### src/rtl/demux1x4_stripe.sv
// rtl/demux1x4_stripe.sv - round-robin 1-to-4 byte striper with idle flush of partial groups
module demux1x4_stripe #(
    parameter int IDLE_FLUSH = 4
) (
    input  logic       clk4f,
    input  logic       reset,
    input  logic [7:0] in,
    input  logic       validin,
    output logic [7:0] out0,
    output logic [7:0] out1,
    output logic [7:0] out2,
    output logic [7:0] out3,
    output logic [3:0] valid,
    output logic       out_strobe
);

    // Idle count value on the edge before the flush; the flush fires on the
    // edge where the count would reach IDLE_FLUSH.
    localparam logic [3:0] FLUSH_AT = 4'(IDLE_FLUSH - 1);

    logic [1:0] ptr;
    logic [7:0] staging [4];
    logic [3:0] mask;
    logic [3:0] idle_cnt;

    // Staging, lane pointer, idle counter and the registered output group
    always_ff @(posedge clk4f) begin
        if (reset) begin
            ptr        <= 2'd0;
            mask       <= 4'b0000;
            idle_cnt   <= 4'd0;
            staging[0] <= 8'h00;
            staging[1] <= 8'h00;
            staging[2] <= 8'h00;
            staging[3] <= 8'h00;
            out0       <= 8'h00;
            out1       <= 8'h00;
            out2       <= 8'h00;
            out3       <= 8'h00;
            valid      <= 4'b0000;
            out_strobe <= 1'b0;
        end else begin
            out_strobe <= 1'b0;
            if (validin) begin
                staging[ptr] <= in;
                idle_cnt     <= 4'd0;
                if (ptr == 2'd3) begin
                    // Last lane: the fourth byte bypasses staging straight to out3
                    out0       <= staging[0];
                    out1       <= staging[1];
                    out2       <= staging[2];
                    out3       <= in;
                    valid      <= 4'b1111;
                    out_strobe <= 1'b1;
                    ptr        <= 2'd0;
                    mask       <= 4'b0000;
                end else begin
                    mask[ptr] <= 1'b1;
                    ptr       <= ptr + 2'd1;
                end
            end else if (ptr != 2'd0) begin
                if (idle_cnt == FLUSH_AT) begin
                    // Partial group: unfilled lanes are zeroed and marked invalid
                    out0       <= mask[0] ? staging[0] : 8'h00;
                    out1       <= mask[1] ? staging[1] : 8'h00;
                    out2       <= mask[2] ? staging[2] : 8'h00;
                    out3       <= mask[3] ? staging[3] : 8'h00;
                    valid      <= mask;
                    out_strobe <= 1'b1;
                    ptr        <= 2'd0;
                    mask       <= 4'b0000;
                    idle_cnt   <= 4'd0;
                end else begin
                    idle_cnt <= idle_cnt + 4'd1;
                end
            end else begin
                idle_cnt <= 4'd0;
            end
        end
    end

endmodule

### config.mk
export PLATFORM = sky130hd
export DESIGN_NAME = demux1x4_stripe
export DESIGN_NICKNAME = d
export VERILOG_FILES = /design/src/rtl/demux1x4_stripe.sv
export SDC_FILE = /design/constraint.sdc
export NUM_CORES = 1
export LEC_CHECK = 0
export CORE_MARGIN = 8
export CORE_UTILIZATION = 54
export DETAILED_ROUTE_END_ITERATION = 6
export GPL_TIMING_DRIVEN = 0
export PLACE_DENSITY = 0.79
export SYNTH_ARGS = -nofsm -noshare
export SYNTH_HDL_FRONTEND = slang
export SYNTH_SLANG_ARGS = --single-unit
export TNS_END_PERCENT = 5
### constraint.sdc
create_clock -name clk4f -period 2.3 [get_ports clk4f]
set_input_delay 0.575 -clock clk4f [delete_from_list [all_inputs] [get_ports clk4f]]
set_output_delay 0.575 -clock clk4f [all_outputs]
set_load 0.01 [all_outputs]
==> flow_summary.json <==
{
  "status": "finished clean",
  "core_um2": 6240,
  "synthMostInstantiatedCell": "dfxtp_1",
  "drv_cap": 0,
  "hold_path_class": "flip-flop to flip-flop",
  "clock_path_buffers": 2,
  "cts_tree": "yes",
  "cts_setup_buffers": 0,
  "syn-num-nets": 312,
  "r2r-start": "ptr[1]",
  "routedWlPerCell_um": 17.8,
  "drc": 0,
  "cts-root-buf": "clkbuf_8",
  "die_h_um": 95.8,
  "die-area_um2": 9180,
  "ant_nets": 0,
  "layout.cells.non_filler": 437,
  "critPathLaunch": "ptr[1]",
  "dr.pass1.iters": 4,
  "avgSynthCellArea_um2": 11.5,
  "syn_area_um2": 3440,
  "ios": 48,
  "grt_pass1_vias": 2587,
  "crit_buf_inv": 2,
  "yosys-top-cells-area": "edfxtp_1, dfxtp_1, mux2i_1, and2_1, a221o_1",
  "critPathSlowestCell": "dfxtp_1",
  "ys.flop_type": "dfxtp_1",
  "place_inst": 421,
  "cts.htree.levels": 3,
  "design_area_um2": 4200,
  "worstPathArrival_ns": 2.40,
  "vias_per_cell": 5.78,
  "dpl_cell_area_um2": 4000,
  "clock_sinks": 79,
  "setup_viol": 0,
  "gr-total-overflow": 0,
  "final_layout_size_suffix_gt1_share_pct": 15.8,
  "place_ws_ns": -0.615,
  "crit_path_max_fanout": 10,
  "finalCriticalPeriod_ns": 2.16,
  "grt_usage_pct": 18.1,
  "portBuffers": 46,
  "cp.required_ns": 2.54,
  "clock.fmax_mhz": 463,
  "cpPeakStageDelay_ns": 0.46,
  "drt_iter0_markers": 99,
  "ys_ff_latch": 79,
  "synth_top_area_cell": "edfxtp_1",
  "grt_pass1_wl_um": 12800,
  "place_congestion": 0.831,
  "rsz0062_at_grt": "false",
  "finalCritPeriodShare_pct": 93.9,
  "antenna_found_initial": 0,
  "cp_top_family": "simple AND/OR/NAND/NOR gates",
  "r2r_setup_slack_ns": 0.14,
  "synth_common_cells": "dfxtp_1, edfxtp_1, and2_1",
  "ys_types": 42,
  "synth_edf_count": 32,
  "finalHoldViolCount": 0,
  "power.leakage_uw": 0.00148,
  "start_kind": "flip-flop",
  "path_cells": "inv_1 > ha_1 > nor4b_4 > nor3_2 > buf_6 > a221o_1",
  "reg2reg_depth": 6,
  "cts_buffers": 9,
  "powerDensity_nw_per_um2": 653,
  "initial_utilization_pct": 55.1,
  "worstSetupEndpointType": "flip-flop",
  "relSlewSlack_pct": 64.0,
  "path_class": "flip-flop to flip-flop",
  "via_count": 2524,
  "path_clk_slew_ns": 0.08,
  "wl_um": 7800,
  "postCtsHoldBufs": 0,
  "slew_violations": 0,
  "die_x_um": 95.8,
  "synth_top_cell_area_share_pct": 27.9,
  "max-vdd-ir-drop_mv": 0.436,
  "async_reset_ff_share_pct": 0,
  "skew_ns": 0.00695,
  "nets": 369,
  "clk-insertion-delay-late_ns": 0.35,
  "fp-row-count": 29,
  "finalWorstSetupSlack_ns": 0.141,
  "synth_seq_area_share_pct": 55.3,
  "grt_max_degree": 14,
  "hpwl_um": 5470,
  "worst_r2r_endpoint": "out2[4]",
  "syn_to_final_growth_pct": 22.0,
  "worst-path-stages": 6,
  "worst_pin_slew_ns": 0.537,
  "num_antenna_cells": 0,
  "syn_inst": 298,
  "yosys_warnings": 0,
  "endpoint": "out2[4]"
}
-- logic make-up after synthesis --
kind of cell | Yosys count | synth area share, %
compound gates | 55 | 14.1
xor+xnor | 2 | 0.509
fa+ha+maj | 3 | 1.09
buf+inv | 28 | 4.04
flops | 79 | 55.3
mux | 26 | 7.60
simple gates | 105 | 17.4
-- report_power, final --
part | switching [µW] | total, µW | internal (µW)
Combinational | 114 | 195 | 81.0
Sequential | 31.4 | 1540 | 1510
Clock | 507 | 1000 | 498
-- stage by stage --
step	setup TNS, ns	hold slack (ns)	utilization, %	power, µW
after floorplan	0	0.418	-	1680
after global placement	-6.71	0.433	64.0	1760
after detailed placement	-6.76	0.445	64.0	1760
after CTS	0	0.457	67.1	2750
after global routing	0	0.475	67.3	2830
final	0	0.450	67.3	2740
-- cell type report --
class                           count  area (µm²)
Inverter                            9        33.8
Tap cell                           77        96.3
Buffer                             19         106
Clock buffer                       10         128
Timing Repair Buffer               46         460
Multi-Input combinational cell    191        1410
Clock inverter                      6        61.3
Fill cell                         494        2040
Sequential cell                    79        1900
-- flip-flops by register name, summed over array words and instances, names as in the netlist --
name / cells
out3: 8
out_strobe: 1
valid: 4
out1: 8
out2: 8
out0: 8
idle_cnt: 4
ptr: 2
mask: 4
staging: 32
-- metal layers --
metal	vias to the layer above	track usage [%]	share of wire (%)	wire [µm]
met1	1226	21.7	45	3490
met5	-	0	0	0
met3	18	3.90	5.2	405
met2	66	29.8	48	3720
met4	0	9.99	2.4	190
li1	1214	-	-	-
-- worst min-delay path by stage --
stage | depth (start not counted) | startpoint | endpoint | slack [ns]
5_1_grt | 1 | idle_cnt[0] | idle_cnt[0] | 0.48
3_3_place_gp | 1 | idle_cnt[0] | idle_cnt[0] | 0.43
2_1_floorplan | 1 | idle_cnt[0] | idle_cnt[0] | 0.42
3_5_place_dp | 1 | idle_cnt[0] | idle_cnt[0] | 0.44
6_report | 1 | idle_cnt[0] | idle_cnt[0] | 0.45
4_1_cts | 1 | idle_cnt[0] | idle_cnt[0] | 0.46
-- what timing repair did --
action | CTS | global route
pin swaps | 0 | 1
endpoints found under the setup margin | 8 | 8
gates resized for setup | 1 | 2
-- cell usage in the layout (no fill, tap or decap), types with 8 or more instances in the layout --
cell / n
edfxtp_1: 32
a221o_2: 9
dfxtp_1: 47
inv_1: 9
nor2_1: 29
clkbuf_8: 9
nand2_1: 12
clkdlybuf4s50_1: 46
buf_2: 9
and2_1: 31
mux2i_1: 25
a221o_1: 15
a21oi_1: 8
-- worst register-to-register path: stages, from the launching register on --
cell     delay, ns
dfxtp_1       0.46
inv_1         0.17
ha_1          0.31
nor4b_4       0.40
nor3_2        0.17
buf_6         0.18
a221o_1       0.36
(Power assumes the default switching activity.)
